--- config.mk ---
export PLATFORM = sky130hd
export DESIGN_NAME = uart_ctrl
export DESIGN_NICKNAME = d
export VERILOG_FILES = /design/src/rtl/uart_pkg.sv /design/src/rtl/uart_fifo.sv /design/src/rtl/uart_ctrl.sv
export SDC_FILE = /design/constraint.sdc
export NUM_CORES = 1
export LEC_CHECK = 0
export ABC_AREA = 1
export BUFFER_PORTS_ARGS = -buffer_cell sky130_fd_sc_hd__buf_2
export CORE_MARGIN = 2
export CORE_UTILIZATION = 31
export DETAILED_ROUTE_END_ITERATION = 16
export PLACE_DENSITY = 0.56
export SLEW_MARGIN = 20
export SYNTH_ARGS = -nofsm -noshare
export SYNTH_HDL_FRONTEND = slang
export SYNTH_HIERARCHICAL = 1
export SYNTH_SLANG_ARGS = --single-unit
--- constraint.sdc ---
create_clock -name clk -period 3.8 [get_ports clk]
set_input_delay 0.76 -clock clk [delete_from_list [all_inputs] [get_ports clk]]
set_output_delay 0.76 -clock clk [all_outputs]
set_load 0.03 [all_outputs]
--- src/rtl/uart_pkg.sv ---
// Shared definitions for uart_ctrl: frame state encoding and oversampling constants.
// The PARITY state is present only when UART_PARITY_EN is defined.
package uart_pkg;

    localparam int OVERSAMPLE = 16;
    localparam int START_MID  = 7;

`ifdef UART_PARITY_EN
    typedef enum logic [2:0] {
        ST_IDLE,
        ST_START,
        ST_DATA,
        ST_PARITY,
        ST_STOP
    } uart_state_t;
`else
    typedef enum logic [2:0] {
        ST_IDLE,
        ST_START,
        ST_DATA,
        ST_STOP
    } uart_state_t;
`endif

    // Callers zero-extend narrower words, which does not change the XOR reduction.
    function automatic logic parity_bit(input logic [8:0] data, input logic odd);
        return (^data) ^ odd;
    endfunction

endpackage

--- src/rtl/uart_fifo.sv ---
// First-word-fall-through FIFO of 2**AW entries; r_data reads 0 while empty.
// A pop and a push in the same cycle on a full FIFO both succeed.
module uart_fifo #(
    parameter int WIDTH = 8,
    parameter int AW    = 2
) (
    input  logic             clk,
    input  logic             reset,
    input  logic             push,
    input  logic             pop,
    input  logic [WIDTH-1:0] w_data,
    output logic [WIDTH-1:0] r_data,
    output logic [WIDTH-1:0] next_data,
    output logic             empty,
    output logic             full,
    output logic [AW:0]      count
);

    localparam int DEPTH = 1 << AW;

    logic [WIDTH-1:0] mem [DEPTH];
    logic [AW-1:0]    rd_ptr;
    logic [AW-1:0]    wr_ptr;
    logic [AW-1:0]    nxt_ptr;
    logic             do_pop;
    logic             do_push;

    assign empty   = (count == '0);
    assign full    = (count == (AW+1)'(DEPTH));
    assign do_pop  = pop && !empty;
    assign do_push = push && (!full || do_pop);
    assign nxt_ptr = rd_ptr + AW'(1);

    assign r_data    = empty ? '0 : mem[rd_ptr];
    // Second entry, letting a consumer chain frames without waiting for the pop to settle.
    assign next_data = mem[nxt_ptr];

    always_ff @(posedge clk) begin
        if (!reset) begin
            rd_ptr <= '0;
            wr_ptr <= '0;
            count  <= '0;
        end else begin
            if (do_push) wr_ptr <= wr_ptr + AW'(1);
            if (do_pop)  rd_ptr <= nxt_ptr;
            case ({do_push, do_pop})
                2'b10:   count <= count + (AW+1)'(1);
                2'b01:   count <= count - (AW+1)'(1);
                default: count <= count;
            endcase
        end
    end

    always_ff @(posedge clk) begin
        if (do_push) mem[wr_ptr] <= w_data;
    end

endmodule

--- src/rtl/uart_ctrl.sv ---
// UART with runtime baud divisor, 16x oversampled receiver, FWFT RX/TX FIFOs and sticky errors.
// Define UART_PARITY_EN to add one parity bit per frame (odd when PARITY_ODD=1).
module uart_ctrl
    import uart_pkg::*;
#(
    parameter int DATA_BITS  = 8,
    parameter int STOP_TICKS = 16,
    parameter int FIFO_W     = 2,
    parameter int DIV_W      = 16,
    parameter int PARITY_ODD = 0
) (
    input  logic                 clk,
    input  logic                 reset,
    input  logic [DIV_W-1:0]     divisor,
    input  logic                 rd,
    input  logic                 wr,
    input  logic [DATA_BITS-1:0] w_data,
    input  logic                 r_in,
    output logic                 t_out,
    output logic [DATA_BITS-1:0] r_data,
    output logic                 r_empty,
    output logic                 r_full,
    output logic                 t_full,
    output logic                 tx_busy,
    output logic                 err_frame,
    output logic                 err_parity,
    output logic                 err_overrun,
    input  logic                 err_clr
);

    logic [DIV_W-1:0] div_q;
    logic [DIV_W-1:0] tick_cnt;
    logic             tick;

    // The divisor is captured at each wrap so a change never shortens a running period.
    assign tick = (div_q <= DIV_W'(1)) || (tick_cnt == div_q - DIV_W'(1));

    always_ff @(posedge clk) begin
        if (!reset) begin
            tick_cnt <= '0;
            div_q    <= '0;
        end else if (tick) begin
            tick_cnt <= '0;
            div_q    <= divisor;
        end else begin
            tick_cnt <= tick_cnt + DIV_W'(1);
        end
    end

    uart_state_t          rx_state;
    logic [1:0]           rx_sync;
    logic                 rx_s;
    logic [5:0]           rx_tcnt;
    logic [3:0]           rx_bits;
    logic [DATA_BITS-1:0] rx_shift;
    logic                 rx_stop_bad;
    logic                 rx_bit_end;
    logic                 rx_stop_end;
    logic                 rx_stop_low;
    logic                 frame_evt;
    logic                 overrun_evt;
    logic [DATA_BITS-1:0] rx_next_unused;
    logic [FIFO_W:0]      rx_count_unused;

    assign rx_s        = rx_sync[1];
    assign rx_bit_end  = (rx_tcnt == 6'(OVERSAMPLE - 1));
    assign rx_stop_end = (rx_state == ST_STOP) && tick && (rx_tcnt == 6'(STOP_TICKS - 1));
    // With longer stop periods the stop bit was sampled earlier and held in rx_stop_bad.
    assign rx_stop_low = rx_bit_end ? !rx_s : rx_stop_bad;
    assign frame_evt   = rx_stop_end && rx_stop_low;
    assign overrun_evt = rx_stop_end && r_full && !rd;

    always_ff @(posedge clk) begin
        if (!reset) begin
            rx_sync     <= 2'b11;
            rx_state    <= ST_IDLE;
            rx_tcnt     <= '0;
            rx_bits     <= '0;
            rx_shift    <= '0;
            rx_stop_bad <= 1'b0;
        end else begin
            rx_sync <= {rx_sync[0], r_in};
            case (rx_state)
                ST_IDLE: begin
                    if (!rx_s) begin
                        rx_state <= ST_START;
                        rx_tcnt  <= '0;
                    end
                end
                ST_START: begin
                    if (tick) begin
                        if (rx_tcnt == 6'(START_MID - 1)) begin
                            rx_tcnt  <= '0;
                            rx_bits  <= '0;
                            rx_state <= rx_s ? ST_IDLE : ST_DATA;
                        end else begin
                            rx_tcnt <= rx_tcnt + 6'd1;
                        end
                    end
                end
                ST_DATA: begin
                    if (tick) begin
                        if (rx_bit_end) begin
                            rx_tcnt  <= '0;
                            rx_shift <= {rx_s, rx_shift[DATA_BITS-1:1]};
                            rx_bits  <= rx_bits + 4'd1;
                            if (rx_bits == 4'(DATA_BITS - 1)) begin
`ifdef UART_PARITY_EN
                                rx_state <= ST_PARITY;
`else
                                rx_state <= ST_STOP;
`endif
                            end
                        end else begin
                            rx_tcnt <= rx_tcnt + 6'd1;
                        end
                    end
                end
`ifdef UART_PARITY_EN
                ST_PARITY: begin
                    if (tick) begin
                        if (rx_bit_end) begin
                            rx_tcnt  <= '0;
                            rx_state <= ST_STOP;
                        end else begin
                            rx_tcnt <= rx_tcnt + 6'd1;
                        end
                    end
                end
`endif
                ST_STOP: begin
                    if (tick) begin
                        if (rx_bit_end) rx_stop_bad <= !rx_s;
                        if (rx_stop_end) begin
                            rx_state <= ST_IDLE;
                            rx_tcnt  <= '0;
                        end else begin
                            rx_tcnt <= rx_tcnt + 6'd1;
                        end
                    end
                end
                default: rx_state <= ST_IDLE;
            endcase
        end
    end

    uart_fifo #(
        .WIDTH (DATA_BITS),
        .AW    (FIFO_W)
    ) u_rx_fifo (
        .clk       (clk),
        .reset     (reset),
        .push      (rx_stop_end),
        .pop       (rd),
        .w_data    (rx_shift),
        .r_data    (r_data),
        .next_data (rx_next_unused),
        .empty     (r_empty),
        .full      (r_full),
        .count     (rx_count_unused)
    );

    uart_state_t          tx_state;
    logic [5:0]           tx_tcnt;
    logic [3:0]           tx_bits;
    logic [DATA_BITS-1:0] tx_shift;
    logic                 tx_bit_end;
    logic                 tx_stop_end;
    logic                 tx_more;
    logic [DATA_BITS-1:0] tx_load;
    logic [DATA_BITS-1:0] t_head;
    logic [DATA_BITS-1:0] t_next;
    logic                 t_empty;
    logic [FIFO_W:0]      t_count;
    logic                 t_many;

    assign t_many      = (t_count > (FIFO_W+1)'(1));
    assign tx_bit_end  = (tx_tcnt == 6'(OVERSAMPLE - 1));
    assign tx_stop_end = (tx_state == ST_STOP) && tick && (tx_tcnt == 6'(STOP_TICKS - 1));
    // The current word is still in the FIFO at stop end, so a follower is the second entry or a same-cycle write.
    assign tx_more     = t_many || wr;
    assign tx_load     = (tx_state == ST_IDLE) ? t_head : (t_many ? t_next : w_data);
    assign tx_busy     = (tx_state != ST_IDLE);

`ifdef UART_PARITY_EN
    localparam logic PAR_ODD = (PARITY_ODD != 0);
    logic tx_par;
`else
    logic parity_cfg_unused;
    assign parity_cfg_unused = (PARITY_ODD != 0);
`endif

    // Every transition waits for a tick so each bit lasts an exact number of ticks.
    always_ff @(posedge clk) begin
        if (!reset) begin
            tx_state <= ST_IDLE;
            tx_tcnt  <= '0;
            tx_bits  <= '0;
            tx_shift <= '0;
            t_out    <= 1'b1;
`ifdef UART_PARITY_EN
            tx_par   <= 1'b0;
`endif
        end else if (tick) begin
            case (tx_state)
                ST_IDLE: begin
                    if (!t_empty) begin
                        tx_shift <= tx_load;
                        tx_tcnt  <= '0;
                        tx_state <= ST_START;
                        t_out    <= 1'b0;
`ifdef UART_PARITY_EN
                        tx_par   <= parity_bit(9'(tx_load), PAR_ODD);
`endif
                    end
                end
                ST_START: begin
                    if (tx_bit_end) begin
                        tx_tcnt  <= '0;
                        tx_bits  <= '0;
                        tx_state <= ST_DATA;
                        t_out    <= tx_shift[0];
                    end else begin
                        tx_tcnt <= tx_tcnt + 6'd1;
                    end
                end
                ST_DATA: begin
                    if (tx_bit_end) begin
                        tx_tcnt <= '0;
                        if (tx_bits == 4'(DATA_BITS - 1)) begin
`ifdef UART_PARITY_EN
                            tx_state <= ST_PARITY;
                            t_out    <= tx_par;
`else
                            tx_state <= ST_STOP;
                            t_out    <= 1'b1;
`endif
                        end else begin
                            tx_bits  <= tx_bits + 4'd1;
                            tx_shift <= tx_shift >> 1;
                            t_out    <= tx_shift[1];
                        end
                    end else begin
                        tx_tcnt <= tx_tcnt + 6'd1;
                    end
                end
`ifdef UART_PARITY_EN
                ST_PARITY: begin
                    if (tx_bit_end) begin
                        tx_tcnt  <= '0;
                        tx_state <= ST_STOP;
                        t_out    <= 1'b1;
                    end else begin
                        tx_tcnt <= tx_tcnt + 6'd1;
                    end
                end
`endif
                ST_STOP: begin
                    if (tx_tcnt == 6'(STOP_TICKS - 1)) begin
                        tx_tcnt <= '0;
                        if (tx_more) begin
                            tx_shift <= tx_load;
                            tx_state <= ST_START;
                            t_out    <= 1'b0;
`ifdef UART_PARITY_EN
                            tx_par   <= parity_bit(9'(tx_load), PAR_ODD);
`endif
                        end else begin
                            tx_state <= ST_IDLE;
                        end
                    end else begin
                        tx_tcnt <= tx_tcnt + 6'd1;
                    end
                end
                default: begin
                    tx_state <= ST_IDLE;
                    t_out    <= 1'b1;
                end
            endcase
        end
    end

    uart_fifo #(
        .WIDTH (DATA_BITS),
        .AW    (FIFO_W)
    ) u_tx_fifo (
        .clk       (clk),
        .reset     (reset),
        .push      (wr),
        .pop       (tx_stop_end),
        .w_data    (w_data),
        .r_data    (t_head),
        .next_data (t_next),
        .empty     (t_empty),
        .full      (t_full),
        .count     (t_count)
    );

    // A new event wins over a coincident clear so no error is lost.
    always_ff @(posedge clk) begin
        if (!reset) begin
            err_frame   <= 1'b0;
            err_overrun <= 1'b0;
        end else begin
            err_frame   <= (err_frame && !err_clr) || frame_evt;
            err_overrun <= (err_overrun && !err_clr) || overrun_evt;
        end
    end

`ifdef UART_PARITY_EN
    logic parity_evt;

    assign parity_evt = (rx_state == ST_PARITY) && tick && rx_bit_end &&
                        (rx_s != parity_bit(9'(rx_shift), PAR_ODD));

    always_ff @(posedge clk) begin
        if (!reset) begin
            err_parity <= 1'b0;
        end else begin
            err_parity <= (err_parity && !err_clr) || parity_evt;
        end
    end
`else
    assign err_parity = 1'b0;
`endif

endmodule

# After elaboration in Yosys (flattened, before gate mapping)
# Memories as Yosys holds them, arrays and structs flattened. A register that Yosys moved wholly into a read port is not among the register bits.
# Cells that the tools add are included.
op_classes:
  n_addsub: 14
  mul: 0
  mux: 64
  shift: 0
  order_cmp: 2
  bitwise: 1
  reduce_logical: 50
  n_eq_ne: 33
  div: 0
ops:
  columns: ["op", "count"]
  rows:
  - ["$mux 8", 8]
  - ["$mux 6", 9]
  - ["$mux 3", 13]
  - ["$ne 2x2->1 const B", 15]
  - ["$mux 4", 7]
  - ["$pmux 3 s4", 2]
  - ["$pmux 6 s4", 1]
  - ["$pmux 8 s3", 1]
  - ["$add 16x1->16 const B", 1]
  - ["$eq 16x16->1", 1]
  - ["$le 16x1->1 const B", 1]
  - ["$pmux 4 s2", 2]
  - ["$sub 16x1->16 const B", 1]
  - ["$reduce_and 5->1", 3]
  - ["$logic_and 1x1->1", 13]
  - ["$add 6x1->6 const B", 2]
  - ["$eq 3x2->1 const B", 4]
  - ["$eq 6x4->1 const B", 2]
  - ["$logic_not 3->1", 4]
  - ["$mux 1", 12]
  - ["$pmux 3 s2", 2]
  - ["$pmux 6 s2", 1]
  - ["$reduce_and 6->1", 2]
  - ["$mux 2", 5]
  - ["24 further kinds", 52]
word_totals:
  input_bits: 30
  out_inout_bits: 16
  rom_bits: 0
  ff_bits: 94
  memories: 2
  ramBits: 64
  latch_bits: 0
mem_list:
  columns: ["memory", "words", "width", "read_ports", "rd_ports_with_merged_regs", "write_ports", "line_no", "rtl"]
  rows:
  - ["u_rx_fifo.mem", 4, 8, 1, 1, 1, "uart_fifo.sv:21", "logic [WIDTH-1:0] mem [DEPTH];"]
  - ["u_tx_fifo.mem", 4, 8, 2, 1, 1, "uart_fifo.sv:21", null]

# Longest topological paths before layout
depth:
  word_depth: 10
  mapped_depth: 28
  ltp_nobuf: 27

# By module
# The synthesis kept the hierarchy.
modules_own_cells:
  columns: ["mod", "seq_area_each_um2", "instances", "cells_each", "area_each_um2"]
  rows:
  - ["uart_ctrl", 1541.5, 1, 648, 4491.8]
  - ["uart_fifo", 1141.1, 2, 217, 2030.7]

# Least setup slack after synthesis
# No wires, ideal clock.
synth_timing:
  path_kind: "register to register"
  startpoint: "register div_q[0]"
  endpoint: "register u_tx_fifo.count[1]"
  synth_period_minus_slack_ps: 3278
  arrival_ps: 3208
  setup_slack_ps: 522
  required_ps: 3730
  setup_ps: 70
  path_stages_with_launch: 23
  path_cell_list: "dfxtp_1 > inv_2 > ha_1 > nand2_1 > nor2_1 > nand3_1 > nand2_1 > nand2_1 > nor2_1 > nand2_1 > nor2_4 > nand2_4 > nand2_8 > inv_4 > buf_2 > nor3_1 > inv_1 > nand3_1 > nand2_1 > ha_1 > inv_1 > fa_1 > a21oi_1"
synth_via:
  elab_chain_cells: 10
  elab_cells_between_ends: 13
  classes_between: "add/sub (1); order compare (1); eq/ne (3); mux (1); reduce/logical (7)"
synth_rtl:
  columns: ["item", "line_no", "rtl"]
  rows:
  - ["from (decl)", "uart_ctrl.sv:31", "logic [DIV_W-1:0] div_q;"]
  - ["from (signal assigned)", "uart_ctrl.sv:44", "div_q <= divisor;"]
  - ["$sub 16x1->16", "uart_ctrl.sv:36", "assign tick = (div_q <= DIV_W'(1)) || (tick_cnt == div_q - DIV_W'(1));"]
  - ["$eq 16x16->1", "uart_ctrl.sv:36", null]
  - ["$logic_or 1x1->1 *", "uart_ctrl.sv:36", null]
  - ["$logic_and 1x1->1 * (2 in a row)", "uart_ctrl.sv:179", "assign tx_stop_end = (tx_state == ST_STOP) && tick && (tx_tcnt == 6'(STOP_TICKS - 1));"]
  - ["net tx_stop_end", "uart_ctrl.sv:168", "logic tx_stop_end;"]
  - ["$logic_and 1x1->1 *", "uart_fifo.sv:30", "assign do_pop = pop && !empty;"]
  - ["$logic_or 1x1->1", "uart_fifo.sv:31", "assign do_push = push && (!full || do_pop);"]
  - ["$logic_and 1x1->1", "uart_fifo.sv:31", null]
  - ["$eq 2x1->1 or $eq 2x2->1 (tied branches)", "uart_fifo.sv:46", "case ({do_push, do_pop})"]
  - ["$pmux 3 s2 or $reduce_bool 2->1 (tied branches)", null, null]
  - ["to (signal assigned)", "uart_fifo.sv:47", "2'b10: count <= count + (AW+1)'(1);"]
  - ["to (signal assigned)", "uart_fifo.sv:48", "2'b01: count <= count - (AW+1)'(1);"]
  - ["to (signal assigned)", "uart_fifo.sv:49", "default: count <= count;"]
  - ["to (decl)", "uart_fifo.sv:16", "output logic [AW:0] count"]
# Mark *: on every way through the listed nets, which the timed path passes. The rest lies on a longest branch.
# A chain may end at the register's enable or synchronous reset.

# Worst setup path in the final report
# Same ends and word-level chain as after synthesis.

==> impl_metrics.json <==
{
  "worstHoldStart": "rx_sync[0]$_SDFF_PN1_",
  "stdcell_count": 1437,
  "core_sq_um": 26210,
  "fin_area_sq_um": 9523,
  "wirelength_um": 18520,
  "final_nets": 1148,
  "drive_above_1_share_pct": 13.16,
  "holdPathEnd": "rx_sync[1]$_SDFF_PN1_",
  "post_drt_wl_per_cell_um": 12.89,
  "critical_path_class": "flip-flop to flip-flop",
  "syn_nets": 1099,
  "p_comb_share_pct": 36.6,
  "use_met1_pct": 17.68,
  "switchingPower_w": 0.002504,
  "cts_max_level": 4,
  "clkLatencyLatePin_ns": 0.43,
  "synthesis.area_sq_um": 8325,
  "switching_share_pct": 41.22,
  "maxCapViolCount": 0,
  "postSynthAreaPerCell_sq_um": 8.005,
  "post-route-drc-count": 0,
  "use_met3_pct": 2.398,
  "diodes": 0,
  "grt_pass1_vias": 6376,
  "use_met2_pct": 23.54,
  "p_leak_nw": 3.857,
  "post-dp-hpwl_um": 13260,
  "drtIter0Drc": 362,
  "place_area_sq_um": 8916,
  "grt_max_degree": 52,
  "fin_crit_ns": 3.336,
  "fin_crit_sh_pct": 87.78,
  "postRouteAntennaNets": 0,
  "routed_via_density": 4.597,
  "worstMarginPinSlew_ns": 0.9257,
  "portBuffers": 44,
  "r2r_setup_slack_ns": 0.46,
  "fin_setup_tns_ns": 0,
  "slew_headroom_pct": 38.20,
  "area_delta_synth_final_pct": 14.38,
  "outcome": "complete, no violations",
  "arrival_ns": 3.70,
  "powerDensity_nw_per_um2": 637.9,
  "drtPass1Iterations": 5,
  "cts_buffers": 17,
  "start_kind": "flip-flop",
  "post_cts_resized": 0,
  "cp_max_fo": 16,
  "utilization_pct": 36.34,
  "pin_count": 46,
  "drv_slew": 0,
  "rows": 59,
  "r2r-end": "u_tx_fifo/count[1]$_SDFFE_PN0P_",
  "grt_overflow": 0,
  "yosysWarningCount": 6,
  "hold_path_class": "flip-flop to flip-flop",
  "clk_pin_slew_ns": 0.07,
  "fmax_mhz": 299.8,
  "die_w_um": 167.9,
  "worstSetupEndpointType": "flip-flop",
  "worstHoldPathCells": 1,
  "numClockSinks": 159,
  "cts_root_buffer": "clkbuf_16",
  "fin_skew_ns": 0.01212,
  "synthCells": 1040,
  "clkPwrFrac_pct": 28.4,
  "rsz0062_at_grt": "false",
  "grt_use_total_pct": 13.69,
  "worstPathRequired_ns": 4.16,
  "grt.busiest_layer": "met2",
  "cts_tree": "built",
  "num_vias": 6606,
  "antenna_found_initial": 0,
  "setup_viol": 0,
  "die_h_um": 167.9,
  "setup_slack_ns": 0.4645,
  "hold_viol_final": 0,
  "ff2ff_path_depth": 21,
  "pre_cts_slack_ns": 0.4157,
  "reg2reg_from": "div_q[0]$_SDFFE_PN0P_",
  "pwr-share-seq_pct": 35.0,
  "grt_pass1_wl_um": 31330,
  "gp_congestion": 0.8191,
  "clock_path_buffers": 2,
  "cts_hold_buf": 0,
  "start_util_pct": 31.77,
  "peakVddDrop_mv": 0.3135,
  "post_cts_buffers": 0,
  "die-area_sq_um": 28180,
  "internal-power_w": 0.003571,
  "placed_cells_incl_taps": 1405
}
-- worst max path at each step --
stage | startpoint | end
finish | div_q[0]$_SDFFE_PN0P_ | u_tx_fifo/count[1]$_SDFFE_PN0P_
floorplan | div_q[0]$_SDFFE_PN0P_ | u_tx_fifo/count[1]$_SDFFE_PN0P_
detailed placement | div_q[0]$_SDFFE_PN0P_ | u_tx_fifo/count[1]$_SDFFE_PN0P_
CTS | div_q[0]$_SDFFE_PN0P_ | u_tx_fifo/count[1]$_SDFFE_PN0P_
global route | div_q[0]$_SDFFE_PN0P_ | u_tx_fifo/count[2]$_SDFFE_PN0P_
global placement | div_q[0]$_SDFFE_PN0P_ | u_tx_fifo/count[2]$_SDFFE_PN0P_
-- cells in the final DEF, fill, tap and decap left out, types with 5 or more instances in the layout --
cell,count
clkinv_8,5
nand3_1,51
o211ai_1,22
nor2_4,8
nand2_2,8
clkbuf_16,17
nor2_2,5
nand2_4,5
o21ai_0,72
nand3b_1,6
nand4_1,8
nand2_1,229
xor2_1,17
nor2_1,115
edfxtp_1,64
inv_2,8
ha_1,27
dfxtp_1,95
inv_6,6
xnor2_1,6
a21oi_1,76
o221ai_1,5
inv_1,128
buf_2,44
buf_4,14
nor3_1,14
-- stage by stage --
step                hold WS, ns  total power, W
floorplan                0.3925        0.003912
global placement         0.3979        0.004377
detailed placement       0.3997        0.004394
CTS                      0.4464        0.006133
global route             0.4569        0.006561
finish                   0.4353        0.006075
-- power by group through the flow --
stage	clock, W	combinational (W)	sequential (W)
after floorplan	0	0.00180	0.00211
after global placement	0	0.00222	0.00216
after detailed placement	0	0.00223	0.00216
after CTS	0.00177	0.00223	0.00213
after global routing	0.00184	0.00257	0.00216
final	0.00172	0.00222	0.00213
-- metal layers --
metal | part of all wire [%] | up-vias | routed length, um
met5 | 0 | - | 0
met4 | 0.87 | 0 | 161
met3 | 3.1 | 9 | 568
met2 | 48 | 88 | 8926
met1 | 48 | 3002 | 8866
li1 | - | 3507 | -
-- state kept, by name, summed over array words and instances, names as in the netlist, named ones only --
signal / flops
u_tx_fifo/rd_ptr: 2
u_tx_fifo/count: 3
t_out: 1
u_rx_fifo/mem: 32
tx_bits: 4
u_tx_fifo/wr_ptr: 2
u_rx_fifo/wr_ptr: 2
tx_state: 2
div_q: 16
rx_bits: 4
u_rx_fifo/rd_ptr: 2
rx_sync: 2
err_overrun: 1
tx_tcnt: 6
tick_cnt: 16
rx_state: 2
u_rx_fifo/count: 3
err_frame: 1
rx_tcnt: 6
rx_shift: 8
u_tx_fifo/mem: 32
tx_shift: 8
-- final cells by class --
type                    count  area [sq um]
clock buffers              17         425.4
clock inverters            15         178.9
fillers                  2685         16680
inverters                 140         530.5
multi-input cells         713          3820
flip-flops and latches    159          3824
well taps                 335         419.2
repair buffers             58         325.3
-- worst max-delay path, cell delays in order, from the launching register on --
cell and delay [ns]:
dfxtp_1 0.34, inv_2 0.13, ha_1 0.26, nand2_2 0.11, nor2_4 0.17, nand2_1 0.07, nand2_1 0.06, nand2_1 0.05
nor2_1 0.11, nand2_1 0.09, nor2_4 0.10, nand2_4 0.07, nand2_8 0.15, inv_4 0.04, nor3_1 0.22, inv_1 0.09
nand3_1 0.17, nand2_1 0.15, ha_1 0.22, inv_1 0.08, fa_1 0.41, a21oi_1 0.15
No activity file was read; power rests on OpenSTA's default activity.
